File: src/rtl/mc_sequencer_pkg.sv
// Shared types and encodings for the multicycle sequencer and its decoder.
// Pure declarations: no latency, no flow control.
package mc_pkg;

  typedef enum logic [3:0] {
    S_FETCH, S_DECODE, S_FETCH2, S_MEM_RD, S_WB_LD, S_MEM_WR,
    S_JUMP, S_EXEC, S_WB_ALU, S_WB_MOV, S_HALT, S_FAULT
  } state_t;

  typedef enum logic [2:0] {
    CLS_MREF, CLS_ALU, CLS_CMP, CLS_MOV, CLS_NOP, CLS_HALT
  } iclass_t;

  localparam logic [1:0] MREF_LDA = 2'b00;
  localparam logic [1:0] MREF_STA = 2'b01;
  localparam logic [1:0] MREF_JMP = 2'b10;
  localparam logic [1:0] MREF_JZ  = 2'b11;

  localparam logic [1:0] ALU_ADD = 2'b00;
  localparam logic [1:0] ALU_SUB = 2'b01;
  localparam logic [1:0] ALU_AND = 2'b10;
  localparam logic [1:0] ALU_OR  = 2'b11;

  localparam logic [1:0] RF_WSEL_TR  = 2'b00;
  localparam logic [1:0] RF_WSEL_REG = 2'b01;
  localparam logic [1:0] RF_WSEL_ALU = 2'b10;

endpackage

File: src/rtl/mc_sequencer_if.sv
// Sequencer <-> datapath/memory control bundle; master = sequencer, slave = datapath.
// Wires only: no latency; memory backpressure via mem_ready.
interface mc_if;
  logic [7:0] ir;
  logic [2:0] czn;
  logic       mem_ready;
  logic       mem_read;
  logic       mem_write;
  logic       mem_adr_sel;
  logic       pc_ld;
  logic       pc_src_sel;
  logic       ir_ld;
  logic       tr_ld;
  logic       alu_ld;
  logic [1:0] alu_op;
  logic       czn_ld;
  logic       rf_we;
  logic [1:0] rf_wsel;
  logic       halted;
  logic       fault;

  modport master (
    input  ir, czn, mem_ready,
    output mem_read, mem_write, mem_adr_sel, pc_ld, pc_src_sel, ir_ld, tr_ld,
           alu_ld, alu_op, czn_ld, rf_we, rf_wsel, halted, fault
  );

  modport slave (
    output ir, czn, mem_ready,
    input  mem_read, mem_write, mem_adr_sel, pc_ld, pc_src_sel, ir_ld, tr_ld,
           alu_ld, alu_op, czn_ld, rf_we, rf_wsel, halted, fault
  );
endinterface

File: src/rtl/mc_sequencer_decode.sv
// Instruction decoder: IR -> instruction class, ALU op, memory-reference op.
// Combinational, zero latency, no flow control.
module mc_decode
  import mc_pkg::*;
(
  input  logic [7:0] ir,
  output iclass_t    cls,
  output logic [1:0] alu_op,
  output logic [1:0] mref_op
);

  always_comb begin
    cls     = CLS_NOP;
    alu_op  = ALU_ADD;
    mref_op = ir[6:5];
    if (!ir[7]) begin
      cls = CLS_MREF;
    end else if (!ir[6]) begin
      cls    = CLS_ALU;
      alu_op = ir[5:4];
    end else begin
      case (ir[5:4])
        2'b00:   cls = CLS_MOV;
        2'b01: begin
          cls    = CLS_CMP;
          alu_op = ALU_SUB;
        end
        2'b10:   cls = CLS_NOP;
        default: cls = (ir[3:0] == 4'hF) ? CLS_HALT : CLS_NOP;
      endcase
    end
  end

endmodule

File: src/rtl/mc_sequencer.sv
// Multicycle control FSM with mem_ready wait states, bounded stall timeout, sticky HALT/FAULT.
// Strobes are registered from next state; memory-completion loads (ir_ld/tr_ld/fetch pc_ld) follow mem_ready.
module mc_sequencer
  import mc_pkg::*;
#(
  parameter int WAIT_MAX = 8
) (
  input logic   clk,
  input logic   rst,
  mc_if.master  bus
);

  state_t     state, ns;
  iclass_t    cls;
  logic [1:0] dec_alu_op, mref_op;
  logic [7:0] wait_cnt;

  logic       mem_read_q, mem_write_q, adr_sel_q, pc_jmp_q, alu_ld_q, czn_ld_q, rf_we_q;
  logic       halted_q, fault_q;
  logic [1:0] alu_op_q, rf_wsel_q;
  logic       mem_act, done, stall;

  mc_decode u_decode (
    .ir      (bus.ir),
    .cls     (cls),
    .alu_op  (dec_alu_op),
    .mref_op (mref_op)
  );

  // A memory state only counts as an active access once its strobe is on the bus.
  assign mem_act = mem_read_q | mem_write_q;
  assign done    = mem_act & bus.mem_ready;
  assign stall   = mem_act & ~bus.mem_ready;

  always_comb begin
    ns = state;
    case (state)
      S_FETCH:  if (done) ns = S_DECODE;
      S_DECODE: begin
        case (cls)
          CLS_MREF:          ns = S_FETCH2;
          CLS_ALU, CLS_CMP:  ns = S_EXEC;
          CLS_MOV:           ns = S_WB_MOV;
          CLS_HALT:          ns = S_HALT;
          default:           ns = S_FETCH;
        endcase
      end
      S_FETCH2: begin
        if (done) begin
          case (mref_op)
            MREF_LDA: ns = S_MEM_RD;
            MREF_STA: ns = S_MEM_WR;
            MREF_JMP: ns = S_JUMP;
            default:  ns = bus.czn[1] ? S_JUMP : S_FETCH;
          endcase
        end
      end
      S_MEM_RD: if (done) ns = S_WB_LD;
      S_MEM_WR: if (done) ns = S_FETCH;
      S_EXEC:   ns = (cls == CLS_CMP) ? S_FETCH : S_WB_ALU;
      S_WB_LD, S_WB_ALU, S_WB_MOV, S_JUMP: ns = S_FETCH;
      default:  ns = state;
    endcase
    if (stall && wait_cnt == 8'(WAIT_MAX))
      ns = S_FAULT;
  end

  always_ff @(posedge clk) begin
    if (rst) begin
      state       <= S_FETCH;
      wait_cnt    <= 8'd0;
      mem_read_q  <= 1'b0;
      mem_write_q <= 1'b0;
      adr_sel_q   <= 1'b0;
      pc_jmp_q    <= 1'b0;
      alu_ld_q    <= 1'b0;
      czn_ld_q    <= 1'b0;
      alu_op_q    <= ALU_ADD;
      rf_we_q     <= 1'b0;
      rf_wsel_q   <= RF_WSEL_TR;
      halted_q    <= 1'b0;
      fault_q     <= 1'b0;
    end else begin
      state       <= ns;
      wait_cnt    <= (stall && ns == state) ? wait_cnt + 8'd1 : 8'd0;
      mem_read_q  <= (ns == S_FETCH) || (ns == S_FETCH2) || (ns == S_MEM_RD);
      mem_write_q <= (ns == S_MEM_WR);
      adr_sel_q   <= (ns == S_MEM_RD) || (ns == S_MEM_WR);
      pc_jmp_q    <= (ns == S_JUMP);
      alu_ld_q    <= (ns == S_EXEC);
      czn_ld_q    <= (ns == S_EXEC);
      alu_op_q    <= (ns == S_EXEC) ? dec_alu_op : ALU_ADD;
      rf_we_q     <= (ns == S_WB_LD) || (ns == S_WB_ALU) || (ns == S_WB_MOV);
      rf_wsel_q   <= (ns == S_WB_ALU) ? RF_WSEL_ALU :
                     (ns == S_WB_MOV) ? RF_WSEL_REG : RF_WSEL_TR;
      halted_q    <= (ns == S_HALT);
      fault_q     <= (ns == S_FAULT);
    end
  end

  // Load/write strobes are masked during reset so a racing mem_ready cannot commit anything.
  assign bus.mem_read    = mem_read_q;
  assign bus.mem_write   = mem_write_q;
  assign bus.mem_adr_sel = adr_sel_q;
  assign bus.pc_src_sel  = pc_jmp_q;
  assign bus.ir_ld       = ~rst & done & (state == S_FETCH);
  assign bus.tr_ld       = ~rst & done & ((state == S_FETCH2) || (state == S_MEM_RD));
  assign bus.pc_ld       = ~rst & (pc_jmp_q | (done & ((state == S_FETCH) || (state == S_FETCH2))));
  assign bus.alu_ld      = ~rst & alu_ld_q;
  assign bus.czn_ld      = ~rst & czn_ld_q;
  assign bus.alu_op      = alu_op_q;
  assign bus.rf_we       = ~rst & rf_we_q;
  assign bus.rf_wsel     = rf_wsel_q;
  assign bus.halted      = halted_q;
  assign bus.fault       = fault_q;

endmodule

File: src/flat_wrapper.sv
// flat-port wrapper written by rule: the top's interface ports become plain ports
module mc_sequencer_flat import mc_pkg::*;
#(
  parameter int WAIT_MAX = 8
)
  (clk, rst, bus_ir, bus_czn, bus_mem_ready, bus_mem_read, bus_mem_write, bus_mem_adr_sel, bus_pc_ld, bus_pc_src_sel, bus_ir_ld, bus_tr_ld, bus_alu_ld, bus_alu_op, bus_czn_ld, bus_rf_we, bus_rf_wsel, bus_halted, bus_fault);
  mc_if bus_i ();
  input logic clk;
  input logic rst;
  input wire logic [$bits(bus_i.ir)-1:0] bus_ir;
  input wire logic [$bits(bus_i.czn)-1:0] bus_czn;
  input wire logic [$bits(bus_i.mem_ready)-1:0] bus_mem_ready;
  output wire logic [$bits(bus_i.mem_read)-1:0] bus_mem_read;
  output wire logic [$bits(bus_i.mem_write)-1:0] bus_mem_write;
  output wire logic [$bits(bus_i.mem_adr_sel)-1:0] bus_mem_adr_sel;
  output wire logic [$bits(bus_i.pc_ld)-1:0] bus_pc_ld;
  output wire logic [$bits(bus_i.pc_src_sel)-1:0] bus_pc_src_sel;
  output wire logic [$bits(bus_i.ir_ld)-1:0] bus_ir_ld;
  output wire logic [$bits(bus_i.tr_ld)-1:0] bus_tr_ld;
  output wire logic [$bits(bus_i.alu_ld)-1:0] bus_alu_ld;
  output wire logic [$bits(bus_i.alu_op)-1:0] bus_alu_op;
  output wire logic [$bits(bus_i.czn_ld)-1:0] bus_czn_ld;
  output wire logic [$bits(bus_i.rf_we)-1:0] bus_rf_we;
  output wire logic [$bits(bus_i.rf_wsel)-1:0] bus_rf_wsel;
  output wire logic [$bits(bus_i.halted)-1:0] bus_halted;
  output wire logic [$bits(bus_i.fault)-1:0] bus_fault;
  assign bus_i.ir = bus_ir;
  assign bus_i.czn = bus_czn;
  assign bus_i.mem_ready = bus_mem_ready;
  assign bus_mem_read = bus_i.mem_read;
  assign bus_mem_write = bus_i.mem_write;
  assign bus_mem_adr_sel = bus_i.mem_adr_sel;
  assign bus_pc_ld = bus_i.pc_ld;
  assign bus_pc_src_sel = bus_i.pc_src_sel;
  assign bus_ir_ld = bus_i.ir_ld;
  assign bus_tr_ld = bus_i.tr_ld;
  assign bus_alu_ld = bus_i.alu_ld;
  assign bus_alu_op = bus_i.alu_op;
  assign bus_czn_ld = bus_i.czn_ld;
  assign bus_rf_we = bus_i.rf_we;
  assign bus_rf_wsel = bus_i.rf_wsel;
  assign bus_halted = bus_i.halted;
  assign bus_fault = bus_i.fault;
  mc_sequencer #(.WAIT_MAX(WAIT_MAX)) u_core (.clk(clk), .rst(rst), .bus(bus_i));
endmodule
File: config.mk
export PLATFORM = sky130hd
export DESIGN_NAME = mc_sequencer_flat
export DESIGN_NICKNAME = d
export VERILOG_FILES = /design/src/rtl/mc_sequencer_pkg.sv /design/src/rtl/mc_sequencer_if.sv /design/src/rtl/mc_sequencer_decode.sv /design/src/rtl/mc_sequencer.sv /design/src/flat_wrapper.sv
export SDC_FILE = /design/constraint.sdc
export NUM_CORES = 1
export LEC_CHECK = 0
export ABC_AREA = 1
export BUFFER_PORTS_ARGS = -buffer_cell sky130_fd_sc_hd__buf_2
export CORE_ASPECT_RATIO = 0.9
export CORE_MARGIN = 8
export CORE_UTILIZATION = 49
export DETAILED_ROUTE_END_ITERATION = 10
export PLACE_DENSITY = 0.8
export SYNTH_ARGS = -nofsm -noshare
export SYNTH_HDL_FRONTEND = slang
export SYNTH_SLANG_ARGS = --single-unit
File: constraint.sdc
create_clock -name clk -period 1.77 [get_ports clk]
set_input_delay 0.354 -clock clk [delete_from_list [all_inputs] [get_ports clk]]
set_output_delay 0.354 -clock clk [all_outputs]
set_load 0.005 [all_outputs]
Word-level counts from Yosys, hierarchy flattened
Cells that the tools add are included.

$add $sub $neg: 1. Eq/ne operators: 30. Muxes and demuxes: 18. Bitwise operators: 16. Reduce and logical (&&, ||, !) cells: 19.

Operators with widths (count): equality test 4 x 3 -> 1 bit (second input constant) (8); equality test 4 bit (second input constant) (7); one-hot mux 4 bit (7 select lines) (1); 2-to-1 mux 4 bit (6); equality test 4 x 2 -> 1 bit (second input constant) (4); one-hot mux 4 bit (4 select lines) (1); one-hot mux 4 bit (3 select lines) (1); AND 1 bit (9); 2-to-1 mux 3 bit (3); one-hot mux 3 bit (3 select lines) (1); adder 8 x 1 -> 8 bit (second input constant) (1); equality test 8 x 4 -> 1 bit (second input constant) (1); logical NOT 4 bit (2); logical OR 1 bit (7); equality test 3 x 2 -> 1 bit (second input constant) (2); OR reduction 2 bit (3); inverter 1 bit (5); equality test 2 x 1 -> 1 bit (second input constant) (2); equality test 2 bit (second input constant) (2); equality test 4 x 1 -> 1 bit (second input constant) (1); equality test 4 bit (1); logical NOT 2 bit (2); 2-to-1 mux 2 bit (2); OR reduction 4 bit (1); other kinds (7) (11).

Flip-flop bits (word level): 24. Bits of input ports: 14. Word-level logic and storage cells: 97.

Logic depth before layout (Yosys ltp)
Depth after elaboration: 14. Depth in mapped cells: 15. Depth with buffers taken out: 15.

Hierarchy
Synthesis repeated with hierarchy kept, for this count alone.

Cells, all modules: 218. Area, all modules: 1445.1 um2.

Modules (own cells, without submodules): mc_sequencer (instances 1, cells each 198, area an instance 1346.3 um2); mc_decode (instances 1, cells each 20, area an instance 98.8 um2).

Least setup slack after synthesis
OpenSTA, ideal clock, no wires.

Path type: input to register. From: input bus_ir[5]. To: register u_core.wait_cnt[6]. Library setup time: 0.117 ns. Arrival time: 1.552 ns. Path slack: 0.102 ns. Stages on the path: 14. Path buffers: 0. Path through: inv_1 ha_1 o21ai_0 nand3_1 nand2_1 nand2_1 nand2_1 nand2_2 nand2_4 nand2_1 nand2_1 inv_2 nand3_4 nor2_2.

Longest elaborated chain between the ends: 13. Elaborated cells between the ends (all ways): 25. Classes of those cells: eq/ne: 9; mux: 9; bitwise: 1; reduce/logical: 6.

Ends and longest elaborated chain: start, declared (RTL line flat_wrapper.sv:10) `input wire logic [$bits(bus_i.ir)-1:0] bus_ir;`; equality test 2 bit, or another cell as far along (RTL line mc_sequencer_decode.sv:22) `case (ir[5:4])`; one-hot mux 3 bit (3 select lines) (RTL line mc_sequencer_decode.sv:22); 2-to-1 mux 3 bit (RTL line mc_sequencer_decode.sv:18) `end else if (!ir[6]) begin`; 2-to-1 mux 3 bit (RTL line mc_sequencer_decode.sv:16) `if (!ir[7]) begin`; equality test 3 x 1 -> 1 bit or equality test 3 x 2 -> 1 bit (tied branches) (RTL line mc_sequencer.sv:40, mc_sequencer.sv:60); OR reduction 2 bit (RTL line mc_sequencer.sv:40) `case (cls)`; one-hot mux 4 bit (4 select lines) (RTL line mc_sequencer.sv:40); one-hot mux 4 bit (7 select lines) * (RTL line mc_sequencer.sv:37) `case (state)`; 2-to-1 mux 4 bit * (RTL line mc_sequencer.sv:64) `if (stall && wait_cnt == 8'(WAIT_MAX))`; equality test 4 bit * (RTL line mc_sequencer.sv:85) `wait_cnt <= (stall && ns == state) ? wait_cnt + 8'd1 : 8'd0;`; logical AND 1 bit * (RTL line mc_sequencer.sv:85); inverter 1 bit (no line) *; OR reduction 2 bit (no line) *; end signal, assigned (RTL line mc_sequencer.sv:85); end, declared (RTL line mc_sequencer.sv:16) `logic [7:0] wait_cnt;`.

Every way passes the cells marked *; elsewhere a longest branch is shown, timed or not. A chain may end at the register's enable or synchronous reset.

Worst setup path in the final report
From: register u_core.state[2]. To: output bus_pc_ld.

Longest elaborated chain between the ends: 5. Elaborated cells between the ends (all ways): 6. Classes of those cells: eq/ne: 1; bitwise: 3; reduce/logical: 2.

Ends and longest elaborated chain: start, declared (RTL line mc_sequencer.sv:13) `state_t state, ns;`; start signal, assigned (RTL line mc_sequencer.sv:84) `state <= ns;`; equality test 4 x 2 -> 1 bit or logical NOT 4 bit (tied branches) (RTL line mc_sequencer.sv:108) `assign bus.pc_ld = ~rst & (pc_jmp_q | (done & ((state == S_FETCH) || (state == S_FETCH2))));`; logical OR 1 bit * (RTL line mc_sequencer.sv:108); AND 1 bit * (RTL line mc_sequencer.sv:108); bitwise OR 1 bit * (RTL line mc_sequencer.sv:108); AND 1 bit * (RTL line mc_sequencer.sv:108); end, declared (RTL line flat_wrapper.sv:16) `output wire logic [$bits(bus_i.pc_ld)-1:0] bus_pc_ld;`.

Marks and branches as above.

==> key figures <==
Status
  – Status: completed

Timing
  – Setup TNS: 0 ns
  – Worst Skew: 0.00766 ns
  – Final hold vios: 0
  – Period utilization: 97.4%
  – Final hold slack: 0.299 ns
  – Period minus WS final: 1.72 ns
  – Slew HR: 81.4%
  – Slew Viols, Final: 0
  – Worst-margin pin slew: 0.276 ns
  – RSZ-0062 raised after global routing: true
  – Max Clock Freq: 580 MHz
  – Setup ws final: 0.0466 ns
  – Setup-failing EPs final: 0

Setup path
  – CP Capture Type: output pin
  – Worst R2R Setup Slack: 0.06 ns
  – CP Class: flip-flop to output pin
  – Critical path launch point type: flip-flop
  – R2R depth: 13
  – Reg-to-reg endpoint: u_core.wait_cnt[1]
  – Worst setup endpoint: bus_pc_ld
  – Crit-path slowest cell: dfxtp_4
  – Req. time, crit path: 1.42 ns
  – Worst path max stage delay: 0.40 ns
  – Worst r2r src: u_core.bus.mem_write
  – Launch point of the worst path: u_core.state[2]
  – Crit-path most repeated cell: nor2_1
  – Crit-path cells: nor2_4 > inv_2 > nor3_4 > nor2_1 > nor2_1 > buf_2
  – Data arrival, critical path: 1.37 ns
  – CP Max Fanout: 4

Synth
  – Post-synth top area share: 31.9%
  – Post-synth EDFFs: 0
  – Netlist cell types: 28
  – Top_reg_cell synth: dfxtp_1
  – Most common cell in the netlist: nand2_1
  – Sequential cell area fraction in the yosys report: 31.9%
  – Syn Area/Cell: 7.00 sq um
  – Synthesized instance count: 215
  – Synth Cell Area: 1500 sq um
  – Synth Net Count: 237
  – Async SR Flop Fraction: 0%
  – Synth Register Bits: 24
  – Area leader, netlist: dfxtp_1
  – Synth area leaders: dfxtp_1 (32%), nand2_1 (12%), nor2_1 (7.5%)
  – Commonest cells in the netlist: nand2_1 (50), nor2_1 (30), dfxtp_1 (24), inv_1 (24), nand3_1 (16)
  – Yosys warns: 0

Floorplanning
  – Row cnt: 19
  – # IOs: 30
  – Die width: 74.4 um
  – Starting density of the core: 50.2%
  – Die footprint: 5100 sq um
  – Core region area: 3000 sq um
  – Die Height: 68.6 um

CTS
  – Clk_lat worst skew: 0.33 ns
  – Clk pin slew, worst setup/hold paths: 0.13 ns
  – Post-CTS Hold Buffers: 0
  – CTS tree: done
  – CTS Sinks: 24
  – Clk Tree Root Cell: clkbuf_4
  – H-tree Lvls: 1
  – Longest Clk Path Bufs: 2
  – Total CTS buffers: 3

GRT
  – Total GRT Usage: 14.6%
  – Number of global-route vias before repair: 1413
  – Largest net degree at the start of global routing: 15
  – Remaining global-route overflow: 0
  – First-pass GRT wire length: 5870 um
  – Initial antenna violation count: 0

Run
  – MaxCap Viol Count: 0

Pwr
  – Lkg Pwr: 0.985 nW
  – PD cells: 849 nW/um^2
  – VDD IR max: 677 uV

Placement
  – Area after DPL: 1780 sq um
  – Hpwl dp: 2610 um
  – Post-place setup slack: -0.240 ns
  – I/O Buffers: 27
  – Final GP Congestion: 0.882

Drt
  – DR pass1 iterations: 4
  – DRC Markers: 0
  – Avg WL per Cell: 11.8 um
  – Via density: 4.81
  – Number of DRC markers in iteration 0: 39
  – Post-route ant nets: 0
  – Vias: 1500
  – WL final: 3700 um

Final layout
  – Final nets: 293
  – ANT cells: 0
  – Share of post-route cells with drive strength above 1: 43.0%
  – Area grow syn2layout: 35.9%
  – Post-Layout Inst Area: 2040 sq um

Hold path
  – Hold crit path type: input port to flip-flop
report_power, final:
group,leakage (nW),switching (mW),internal (mW)
registers,0.199,0.0492,0.580
logic,0.759,0.393,0.316
clock network,0.0279,0.167,0.229
total,0.985,0.609,1.13
sequential cells by signal, indices dropped and copies added, names as in the netlist:
register,flops
u_core.bus.pc_src_sel,1
u_core.bus.rf_wsel,2
u_core.bus.alu_op,2
u_core.bus.mem_adr_sel,1
u_core.alu_ld_q,1
u_core.bus.mem_write,1
u_core.state,4
u_core.bus.fault,1
u_core.bus.halted,1
u_core.wait_cnt,8
u_core.bus.mem_read,1
u_core.rf_we_q,1
per-stage QoR:
stage | cells | utilization (%) | total power [mW]
6_report | 312 | 68.2 | 1.73
5_1_grt | 312 | 68.2 | 1.85
4_1_cts | 300 | 61.7 | 1.59
3_5_place_dp | 296 | 59.5 | 1.19
3_3_place_gp | 296 | 59.5 | 1.18
2_1_floorplan | 215 | - | 0.991
logic make-up after synthesis:
group / Yosys count / share of synthesized area, %
XOR/XNOR: 6 / 3.49
flip-flops: 24 / 31.9
buffers and inverters: 35 / 9.23
AO/OA/AOI/OAI: 13 / 6.16
adder cells (fa/ha/maj): 8 / 6.66
AND/OR/NAND/NOR: 129 / 42.5
area by class of cell:
| class | count | area, sq um |
|---|---|---|
| multi-input cells | 156 | 973 |
| clock inverters | 1 | 30.0 |
| inverters | 33 | 130 |
| clock buffers | 3 | 22.5 |
| well taps | 42 | 52.6 |
| repair buffers | 53 | 334 |
| fillers | 256 | 952 |
| flip-flops and latches | 24 | 500 |
worst max-delay path, delay by kind of cell, from the launching register on:
kind	cells	cell delay (ns)
buffers and inverters	2	0.19
flip-flops	1	0.40
AND/OR/NAND/NOR	4	0.45
timing repair:
item	4_1_cts	5_1_grt
resized for setup	3	37
setup buffers	0	12
pin swaps	0	16
endpoints found under the setup margin	9	18
layer usage:
metal	vias to the layer above	wire length [um]	track usage [%]
met4	0	76	6.59
met2	33	1890	24.2
li1	783	-	-
met1	675	1560	17.1
met3	9	167	4.34
met5	-	0	0
worst min-delay path by stage:
stage	startpoint	to	slack, ns	depth (start not counted)
after detailed placement	u_core.wait_cnt[0]	u_core.wait_cnt[0]	0.51	2
final	bus_ir[4]	u_core.bus.alu_op[0]	0.30	3
after global placement	u_core.wait_cnt[0]	u_core.wait_cnt[0]	0.51	2
after CTS	bus_ir[4]	u_core.bus.alu_op[0]	0.29	3
after global routing	bus_ir[4]	u_core.bus.alu_op[0]	0.29	3
after floorplan	u_core.wait_cnt[0]	u_core.wait_cnt[0]	0.43	1
cell usage in the layout (no fill, tap or decap), drive strengths merged, types with 3 or more instances in the layout:
cell    count
nor2       41
ha          8
nor3        8
xnor2       3
nand3      18
a21oi       8
inv        31
clkbuf      3
nand2      56
nand4       5
o21ai       4
buf        53
xor2        3
dfxtp      24
Note: power is estimated with default switching activity, not from simulation.
